===== src/rtl/fmdsp_pipe_mult.sv =====
// fmdsp_pipe_mult: pipelined signed multiplier with four modes.
// The four modes are lo*lo, lo*full, full*full and full*full accumulate.
// Issue is guarded by an initiation-interval counter. Every result leaves
// the pipe with a one-cycle valid strobe.
module fmdsp_pipe_mult #(
  parameter int N         = 9,
  parameter int M         = 9,
  parameter int A_LO      = 5,
  parameter int B_LO      = 5,
  parameter int PIPES     = 1,
  parameter int II        = 4,
  parameter int ACC_GUARD = 4,
  localparam int OUT_W    = N + M + ACC_GUARD
) (
  input  logic             clk,
  input  logic             rst,
  input  logic             start,
  input  logic [1:0]       mode,
  input  logic             acc_clr,
  input  logic [N-1:0]     aa,
  input  logic [M-1:0]     bb,
  output logic             ready,
  output logic             drop_err,
  output logic             out_valid,
  output logic [OUT_W-1:0] out
);

  typedef enum logic [1:0] {
    MODE_LO_LO     = 2'b00,
    MODE_LO_FULL   = 2'b01,
    MODE_FULL_FULL = 2'b10,
    MODE_ACC       = 2'b11
  } mode_e;

  // The counter is kept at least one bit wide so that II=1 still elaborates.
  localparam int CNT_W = (II > 1) ? $clog2(II) : 1;
  localparam logic [CNT_W-1:0] CNT_LOAD = CNT_W'(II - 1);

  logic [CNT_W-1:0] ii_cnt;
  logic             accept;

  // Stage 0 holds the captured operands and command.
  logic             s0_valid;
  logic [N-1:0]     s0_aa;
  logic [M-1:0]     s0_bb;
  mode_e            s0_mode;
  logic             s0_clr;

  logic [OUT_W-1:0] acc;
  logic [OUT_W-1:0] prod;
  logic [OUT_W-1:0] result;

  // Index 0 is the product stage. Indices 1..PIPES are extra output registers.
  logic             pipe_valid [0:PIPES];
  logic [OUT_W-1:0] pipe_data  [0:PIPES];

  assign ready  = (ii_cnt == '0);
  assign accept = start & ready;

  // Issue guard: reload on accept, then count down to zero.
  // The drop pulse flags a start request that arrived while the slot was closed.
  always_ff @(posedge clk or posedge rst) begin
    if (rst) begin
      ii_cnt   <= '0;
      drop_err <= 1'b0;
    end else begin
      // NOTE: sequential state uses non-blocking assignments, so every
      // register samples pre-edge values and simulation ordering cannot
      // change the result.
      drop_err <= start & ~ready;
      if (accept)
        ii_cnt <= CNT_LOAD;
      else if (ii_cnt != '0)
        ii_cnt <= ii_cnt - 1'b1;
    end
  end

  // Stage 0 captures the operands and command only on an accepted start.
  always_ff @(posedge clk or posedge rst) begin
    if (rst) begin
      s0_valid <= 1'b0;
      s0_aa    <= '0;
      s0_bb    <= '0;
      s0_mode  <= MODE_LO_LO;
      s0_clr   <= 1'b0;
    end else begin
      s0_valid <= accept;
      if (accept) begin
        s0_aa   <= aa;
        s0_bb   <= bb;
        s0_mode <= mode_e'(mode);
        s0_clr  <= acc_clr;
      end
    end
  end

  // The product is formed from stage-0 registers only.
  // Each operand is sign-extended to the output width before the multiply.
  always_comb begin
    // NOTE: every always_comb output gets a default first, so no path can
    // leave it unassigned and infer a latch.
    prod   = '0;
    result = '0;
    unique case (s0_mode)
      MODE_LO_LO:
        prod = OUT_W'($signed(s0_aa[A_LO-1:0])) * OUT_W'($signed(s0_bb[B_LO-1:0]));
      MODE_LO_FULL:
        prod = OUT_W'($signed(s0_aa[A_LO-1:0])) * OUT_W'($signed(s0_bb));
      MODE_FULL_FULL, MODE_ACC:
        prod = OUT_W'($signed(s0_aa)) * OUT_W'($signed(s0_bb));
      default: prod = '0;
    endcase
    if (s0_mode == MODE_ACC)
      result = (s0_clr ? '0 : acc) + prod;  // wraps modulo 2^OUT_W
    else
      result = prod;
  end

  // Product stage: load data and update the accumulator only on valid beats.
  always_ff @(posedge clk or posedge rst) begin
    if (rst) begin
      pipe_valid[0] <= 1'b0;
      pipe_data[0]  <= '0;
      acc           <= '0;
    end else begin
      pipe_valid[0] <= s0_valid;
      if (s0_valid) begin
        pipe_data[0] <= result;
        if (s0_mode == MODE_ACC)
          acc <= result;
      end
    end
  end

  // Extra output stages: valid travels with the data.
  // Data holds between beats, so out keeps the last result.
  for (genvar i = 1; i <= PIPES; i++) begin : g_pipe
    // Output register stage i.
    always_ff @(posedge clk or posedge rst) begin
      if (rst) begin
        pipe_valid[i] <= 1'b0;
        pipe_data[i]  <= '0;
      end else begin
        pipe_valid[i] <= pipe_valid[i-1];
        if (pipe_valid[i-1])
          pipe_data[i] <= pipe_data[i-1];
      end
    end
  end

  assign out_valid = pipe_valid[PIPES];
  assign out       = pipe_data[PIPES];

endmodule

===== config.mk =====
export PLATFORM = sky130hd
export DESIGN_NAME = fmdsp_pipe_mult
export DESIGN_NICKNAME = d
export VERILOG_FILES = /design/src/rtl/fmdsp_pipe_mult.sv
export SDC_FILE = /design/constraint.sdc
export NUM_CORES = 1
export LEC_CHECK = 0
export ABC_AREA = 1
export CAP_MARGIN = 20
export CORE_MARGIN = 2
export CORE_UTILIZATION = 49
export DETAILED_ROUTE_END_ITERATION = 8
export GPL_TIMING_DRIVEN = 1
export PLACE_DENSITY = 0.67
export SLEW_MARGIN = 0
export SYNTH_ARGS = -nofsm -noshare
export SYNTH_HDL_FRONTEND = slang
export SYNTH_SLANG_ARGS = --single-unit

===== constraint.sdc =====
create_clock -name clk -period 7.5 [get_ports clk]
set_input_delay 1.5 -clock clk [delete_from_list [all_inputs] [get_ports clk]]
set_output_delay 1.5 -clock clk [all_outputs]
set_load 0.02 [all_outputs]

==> metrics, run 1 <==
Layout Nets=1705; ANT cells=0; Routed Wire Length=26700 um; critical path capture point type=register; Overall Global Routing Usage=24.2%; Die H=154 um; post-route cell area=12000 um^2; WP data required=7.75 ns; Max Clock Skew=0.00972 ns; Max Fclk=150 MHz; status=finished, final reports clean; # port buffers=48; first-pass detailed-route iteration total=5; hpwl dp=21300 um; pin count of the biggest net entering global routing=79; Yosys reg bits=93; via density per instance=5.14; kind of critical path=register to register; Hold Slack=0.476 ns; top post-synthesis cells by count=nand2_1, inv_1, fa_1; Syn. warnings=0; synth-to-layout area growth=8.30%; Reg2Reg Setup Slack=0.84 ns; Worst Reg-to-Reg Cells=24; clk slew on worst S/H paths=0.08 ns; crit path time final=6.66 ns; vias in the first global route=9361; number of synthesized flops with an enable pin=0; Critical path origin=s0_aa[3]; Ports=49; syn avg cell area=7.57 um^2; placed cell area=11700 um^2; CTS Hold Bufs=0; Routed Antenna Nets=0; initial antenna violation count=0; GP Congestion=0.935; crit start category=register; most common cell in the netlist=nand2_1; fill count=2180; Tcrit/Tclk final=88.8%; Synth Flop Type=dfrtp_1; Hold Startpoint=pipe_data[38]; post-synthesis cell count=1466; Initial DRC Count=451; clk sink count=93; worst-margin pin slew=1.05 ns; r2r endpoint=pipe_data[36]; first-pass GRT wire length=46100 um; ys async rst share=100%; Core Region=22400 um^2; RSZ-0062 raised after global routing=false; Worst Setup EP=pipe_data[36]; post-cts resize count=0; Die X-Extent=154 um; min-delay worst type=register to register; TNS Setup=0 ns; FF-to-FF Start=s0_aa[3]; Max-slew headroom=29.9%; clk buf depth=2; layout cell share with drive strength beyond 1=6.90%; row count=55; Routed wire per std cell=15.1 um; worst-skew pair later-pin latency=0.36 ns; CTS tree=yes; DRC viols=0; Slew Limit Fails=0; post-synth top area cell=dfrtp_1; Synth Cell Area=11100 um^2; CTS H-tree lvls=3; worst-path fanout max=12; Fin. Hold Viols=0; final setup vio count=0; top cells by area, synth=dfrtp_1, fa_1, nand2_1, ha_1, inv_1; initial core utilization=49.5%; Synth cell types=45; Die ar.=23900 um^2; maxcap violations=0; Num CTS Buffers=9; via count=9058; Synth top area share=21.0%; Syn Nets=1698; CTS Root Cell=clkbuf_16; post-synthesis sequential area ratio=21.0%; crit path DAT=6.91 ns; Setup Buffers After CTS=0; grt ovf=0
==> worst min path at each step <==
stage               depth (start not counted)  slack, ns            end
finish                                      2       0.48  pipe_data[38]
detailed placement                          2       0.46        acc[19]
global placement                            2       0.46  pipe_data[38]
floorplan                                   0       0.35      out_valid
global route                                2       0.50        acc[15]
CTS                                         2       0.48  pipe_data[38]
==> kinds of logic after synthesis <==
family / Yosys count / synth area share, %
flip-flops: 93 / 21.0
multiplexers: 18 / 1.83
AND/OR/NAND/NOR: 613 / 23.4
AO/OA/AOI/OAI: 149 / 7.69
adder cells (fa/ha/maj): 208 / 31.2
buffers and inverters: 364 / 13.2
XOR/XNOR: 21 / 1.66
==> state kept, by name (all words and copies together) (netlist names) <==
signal,flops
s0_valid,1
drop_err,1
pipe_valid,1
s0_aa,9
acc,22
s0_clr,1
pipe_data,22
ii_cnt,2
s0_bb,9
s0_mode,2
out,22
out_valid,1
==> placed cells by master (no fill, tap or decap), types with 3 or more instances in the layout <==
master	netlist	final
inv_2	7	7
nor2_2	7	8
clkdlybuf4s50_1	0	48
mux2_2	18	18
ha_1	93	93
nand2_1	376	376
nand2_2	16	16
o21bai_1	6	6
xor2_1	13	13
nand3_1	69	69
clkbuf_16	0	9
a21o_1	8	8
o21ai_0	49	49
nand2_4	3	3
o21ai_1	9	9
buf_4	25	4
xnor2_1	8	8
nor2_1	101	100
nand3_2	5	5
or2_2	9	9
nor3_1	4	4
o221ai_1	3	3
fa_1	115	115
nand4_1	16	16
a21oi_1	52	52
a21oi_2	6	6
dfrtp_1	93	93
inv_1	297	296
a31oi_1	4	4
==> per-layer routing <==
layer	up-vias	part of all wire [%]	track usage, %
li1	4475	-	-
met1	4317	48	35.1
met2	230	43	37.8
met3	36	5.2	3.28
met4	0	2.9	7.94
met5	-	0	0
==> final cells by class <==
class                   count  area [um^2]  share of cell area (%)
clock buffers               9          225                    1.87
clock inverters             7         92.6                   0.770
inverters                 306         1150                    9.60
multi-input cells        1009         7310                    60.8
flip-flops and latches     93         2330                    19.4
well taps                 285          357                    2.97
repair buffers             54          558                    4.64
==> metrics by stage <==
step                cells  worst slack [ns]  util, %
CTS                  1761             0.826     53.4
global placement     1745             0.901     51.9
floorplan            1466              1.69        -
detailed placement   1745             0.904     51.9
finish               1763             0.839     53.6
global route         1763             0.284     53.6
==> critical path, cell delays in order (launching register included) <==
cell	delay, ns
dfrtp_1	0.66
nand2_1	0.25
fa_1	0.55
inv_1	0.06
fa_1	0.46
ha_1	0.33
fa_1	0.52
ha_1	0.31
ha_1	0.26
inv_1	0.08
fa_1	0.48
o21ai_2	0.28
a21oi_1	0.10
o21ai_0	0.13
o21ai_0	0.15
nor2_1	0.17
inv_1	0.06
ha_1	0.36
a21oi_1	0.30
o21ai_0	0.23
a21oi_1	0.29
a21oi_1	0.10
nand3b_1	0.18
nand3_1	0.16
nand2_1	0.06
Power of run 1 is not shown: default switching activity piles up to over one toggle a cycle in this logic, so the estimate is an artifact.
==> run 2, diff against run 1 <==
Settings changed: MAX_ROUTING_LAYER set to met4.
==> run 2 against run 1 <==
Effect of this change:
- worst setup slack lost 0.061 ns
- count of clock-buffer cells in the layout is the same
- non-clock buffer count stayed put
- hold slack improved by 0.0059 ns
- flip-flop and latch count unchanged
- utilization decreased by 0.084 points
- fmax is 0.91% lower
- sequential share of layout area hardly changed
- routed wire length is 1.4% higher
- cell count is essentially flat
- first-iteration DRC count is 18% higher
- global-route usage is 1.1 points higher
==> metrics, run 2 (synthesized netlist as in run 1, its figures left out) <==
Routed wire per std cell=15.3 um (+1.4%); clk sink count=93 (unchanged); Slew Limit Fails=0 (unchanged); Max-slew headroom=27.8% (-2.1 points); commonest non-fill, non-tap cells in the layout=nand2_1, inv_1, fa_1; Die X-Extent=154 um (unchanged); crit path time final=6.72 ns (+0.0614 ns); Setup Buffers After CTS=0 (unchanged); initial core utilization=49.5% (unchanged); pin count of the biggest net entering global routing=79 (unchanged); Hold Startpoint=pipe_data[38]; ANT cells=0 (unchanged); post-route cell area=12000 um^2 (-0.16%); fill count=2137 (-2.0%); GP Congestion=0.959 (+2.6%); Routed Antenna Nets=0 (unchanged); post-cts resize count=0 (unchanged); commonest non-fill, non-tap cell in the layout=nand2_1; RSZ-0062 raised after global routing=false; DRT met1 WL=13100 um (+1.2%); Tcrit/Tclk final=89.6% (+0.82 points); first-pass detailed-route iteration total=5 (unchanged); synth-to-layout area growth=8.13%; most used cell, CP=fa_1; placed cell area=11700 um^2 (about the same); CTS tree=yes; top routing layer in use=met4; Die H=154 um (unchanged); WL met3=1270 um (-9.2%); crit path DAT=6.99 ns (+0.08 ns); worst-path fanout max=9 (-3); Critical path origin=s0_bb[8]; initial antenna violation count=0 (unchanged); status=finished, final reports clean; Fin. Hold Viols=0 (unchanged); dpl cells=1746 (+0.057%); Overall Global Routing Usage=25.3% (+1.1 points); hpwl dp=21600 um (+1.6%); FF-to-FF Start=s0_bb[8]; Max Clock Skew=0.0182 ns (+0.00844 ns); # port buffers=48 (unchanged); CTS H-tree lvls=3 (unchanged); WP data required=7.76 ns (about the same); Core Region=22400 um^2 (unchanged); worst-margin pin slew=1.08 ns (+0.0310 ns); grt ovf=0 (unchanged); maxcap violations=0 (unchanged); DRC viols=0 (unchanged); clk slew on worst S/H paths=0.09 ns (about the same); kind of critical path=register to register; row count=55 (unchanged); CP max stage cell=fa_1; Num CTS Buffers=9 (unchanged); first-pass GRT wire length=46700 um (+1.3%); Top Family by Delay on Critical Path=adder cells; TNS Setup=0 ns (unchanged); non-filler cells, final=1762 (-0.057%); worst-skew pair later-pin latency=0.37 ns (about the same); CP max stage delay=0.59 ns (-0.07 ns); DR WL met2=12100 um (+4.6%); Die ar.=23900 um^2 (unchanged); CTS Root Cell=clkbuf_16; layout cell share with drive strength beyond 1=6.84% (-0.063 points); Initial DRC Count=530 (+18%); crit start category=register; Routed Wire Length=27000 um (+1.4%); via count=9009 (-0.54%); Max Fclk=149 MHz (-0.91%); critical path capture point type=register; via density per instance=5.11 (-0.48%); vias in the first global route=9322 (-0.42%); final setup vio count=0 (unchanged); Layout Nets=1705 (unchanged); Ports=49 (unchanged); Buf/Inv on CP=4 (+1); CTS Hold Bufs=0 (unchanged); cells along the critical path=clkinv_1 > nor2_1 > fa_1 > inv_1 > fa_1 > inv_1 > fa_1 > fa_1 > fa_1 > ha_1 > a21oi_2 > o21ai_2 > o21ai_0 > o21ai_0 > nor2_1 > inv_1 > ha_1 > a21oi_1 > o21ai_0 > a21oi_1 > a21oi_1 > nand3b_1 > nand3_1 > nand2_1; clk buf depth=2 (unchanged); min-delay worst type=register to register
==> run 2: changes by cell type in the layout (fill, tap and decap cells not counted) <==
cell        before  now
inv_8            2    0
buf_16           1    0
bufinv_16        1    2
inv_6            1    2
clkinvlp_4       2    1
buf_4            4    5
clkinv_8         1    0
clkinv_4         0    1
==> run 2: worst min-delay path: cells and delay by family, from the launching register on <==
kind          cells  cell delay, ns
simple gates      2            0.11
flops             1            0.34
==> run 2: metal layers <==
| metal | up-vias | GRT usage (%) |
|---|---|---|
| met2 | 218 | 39.5 |
| met3 | 30 | 3.00 |
| met4 | 0 | 6.66 |
| met5 | - | - |
| li1 | 4469 | - |
| met1 | 4292 | 35.4 |
==> run 2: through the flow <==
step                      setup WS, ns  utilization [%]  hold slack (ns)
after CTS                        0.941             53.4            0.484
after floorplan                   1.69                -            0.352
after global placement            1.01             52.0            0.461
after global routing             0.271             53.5            0.501
after detailed placement          1.00             52.0            0.465
final                            0.777             53.5            0.482
==> run 2: path summary, 6_finish.rpt <==
check                                      to  slack (ns)  cells past startpoint
worst min register to register  pipe_data[38]        0.48                      2
min in group asynchronous            s0_bb[8]        1.42                      2
worst max-delay path            pipe_data[36]        0.78                     24
worst min-delay path            pipe_data[38]        0.48                      2
max in group asynchronous       pipe_data[39]        4.99                      4
worst max register to register  pipe_data[36]        0.78                     24
==> run 2: area by class of cell <==
| type | count | area, um^2 | area share, % |
|---|---|---|---|
| inverter | 306 | 1150 | 9.61 |
| sequential | 93 | 2330 | 19.4 |
| tap | 285 | 357 | 2.97 |
| clock buffer | 9 | 225 | 1.88 |
| clock inverter | 6 | 93.8 | 0.782 |
| timing repair buffer | 54 | 538 | 4.48 |
| multi-input combinational | 1009 | 7310 | 60.9 |
Power of run 2 is left out for the same reason.
==> run 3, diff against run 2 <==
Settings changed: GPL_TIMING_DRIVEN 1 to 0.
==> run 3 against run 2 <==
Effect of this change:
- register-to-register slack got worse by 0.18 ns
- non-clock buffer count is 53 higher
- die area unchanged
- count of clock-buffer cells in the layout is the same
- global-route usage is 0.73 points lower
- flip-flop and latch count unchanged
- sequential share of layout area is 0.41 points lower
- first-iteration DRC count fell by 9.1%
==> metrics, run 3 (synthesized netlist as in run 1, its figures left out) <==
ANT cells=0 (unchanged); Core Region=22400 um^2 (unchanged); commonest non-fill, non-tap cells in the layout=nand2_1, inv_1, fa_1; Routed Wire Length=26800 um (-0.96%); Setup Buffers After CTS=0 (unchanged); clk sink count=93 (unchanged); final setup vio count=0 (unchanged); via count=9123 (+1.3%); layout cell share with drive strength beyond 1=8.16% (+1.3 points); Initial DRC Count=482 (-9.1%); worst-skew pair later-pin latency=0.37 ns (about the same); maxcap violations=0 (unchanged); Tcrit/Tclk final=92.1% (+2.4 points); worst-margin pin slew=1.02 ns (-0.0588 ns); first-pass detailed-route iteration total=5 (unchanged); via density per instance=5.02 (-1.7%); crit path time final=6.90 ns (+0.182 ns); clk slew on worst S/H paths=0.09 ns (about the same); vias in the first global route=9073 (-2.7%); crit path DAT=7.15 ns (+0.16 ns); DRC viols=0 (unchanged); crit start category=register; Overall Global Routing Usage=24.6% (-0.73 points); Layout Nets=1758 (+3.1%); kind of critical path=register to register; RSZ-0062 raised after global routing=false; critical path capture point type=register; pin count of the biggest net entering global routing=48 (-39%); Max Fclk=145 MHz (-2.6%); CTS H-tree lvls=3 (unchanged); Die X-Extent=154 um (unchanged); initial core utilization=49.5% (unchanged); clk buf depth=2 (unchanged); Routed Antenna Nets=0 (unchanged); Die ar.=23900 um^2 (unchanged); Fin. Hold Viols=0 (unchanged); Max Clock Skew=0.0195 ns (+0.00132 ns); worst-path fanout max=10 (+1); post-cts resize count=0 (unchanged); Max-slew headroom=31.8% (+4.0 points); WP data required=7.75 ns (about the same); CTS tree=yes; CTS Hold Bufs=0 (unchanged); TNS Setup=0 ns (unchanged); most used cell, CP=nand2_1; CP max stage delay=0.58 ns (about the same); min-delay worst type=register to register; Ports=49 (unchanged); Buf/Inv on CP=3 (-1); Num CTS Buffers=9 (unchanged); Slew Limit Fails=0 (unchanged); Die H=154 um (unchanged); CP max stage cell=fa_1; synth-to-layout area growth=10.5%; row count=55 (unchanged); # port buffers=48 (unchanged); GP Congestion=0.918 (-4.3%); status=finished, final reports clean; first-pass GRT wire length=45100 um (-3.3%); CTS Root Cell=clkbuf_16; initial antenna violation count=0 (unchanged); Top Family by Delay on Critical Path=adder cells; commonest non-fill, non-tap cell in the layout=nand2_1; Routed wire per std cell=14.7 um (-3.9%); Hold Slack=0.371 ns (-0.111 ns); hpwl dp=22100 um (+2.1%); grt ovf=0 (unchanged)
==> run 3: worst paths after layout <==
| path | slack, ns | start | cells after the start | end |
|---|---|---|---|---|
| setup / recovery | 0.60 | s0_aa[3] | 28 | acc[20] |
| hold / removal | 0.37 | pipe_valid[1] | 0 | out_valid |
| setup reg to reg | 0.60 | s0_aa[3] | 28 | acc[20] |
| hold reg to reg | 0.37 | pipe_valid[1] | 0 | out_valid |
| max in group asynchronous | 5.22 | rst | 3 | s0_aa[8] |
| min in group asynchronous | 1.59 | rst | 2 | s0_bb[7] |
==> run 3: worst reg2reg max path, delay by kind of cell, from the launching register on <==
kind                       cells  cell delay, ns
and+or+nand+nor               13            1.18
buffers and inverters          3            0.62
DFF                            1            0.39
AOI/OAI and AO/OA              5            1.35
adders and majority gates      7            3.26
==> run 3: through the flow <==
step	utilization [%]	setup WS, ns	instance area, um^2	std cells
3_3_place_gp	53.2	0.783	11900	1799
3_5_place_dp	53.3	0.782	12000	1800
6_report	54.6	0.595	12300	1816
5_1_grt	54.6	0.208	12300	1816
2_1_floorplan	-	1.69	11100	1466
4_1_cts	54.6	0.739	12300	1816
==> run 3: cell type report <==
class                   count  area [um^2]
clock buffers               9          225
multi-input cells        1009         7300
flip-flops and latches     93         2330
plain buffers              58          317
repair buffers             49          508
inverters                 306         1150
clock inverters             7         68.8
well taps                 285          357
fillers                  2190        10200
==> run 3: per-layer routing <==
metal	track usage [%]	vias up	part of all wire (%)
met5	-	-	0
met4	9.04	0	3.5
met3	2.07	51	3.1
met2	39.0	184	45
met1	33.4	4292	48
li1	-	4596	-
Power of run 3 is left out for the same reason.
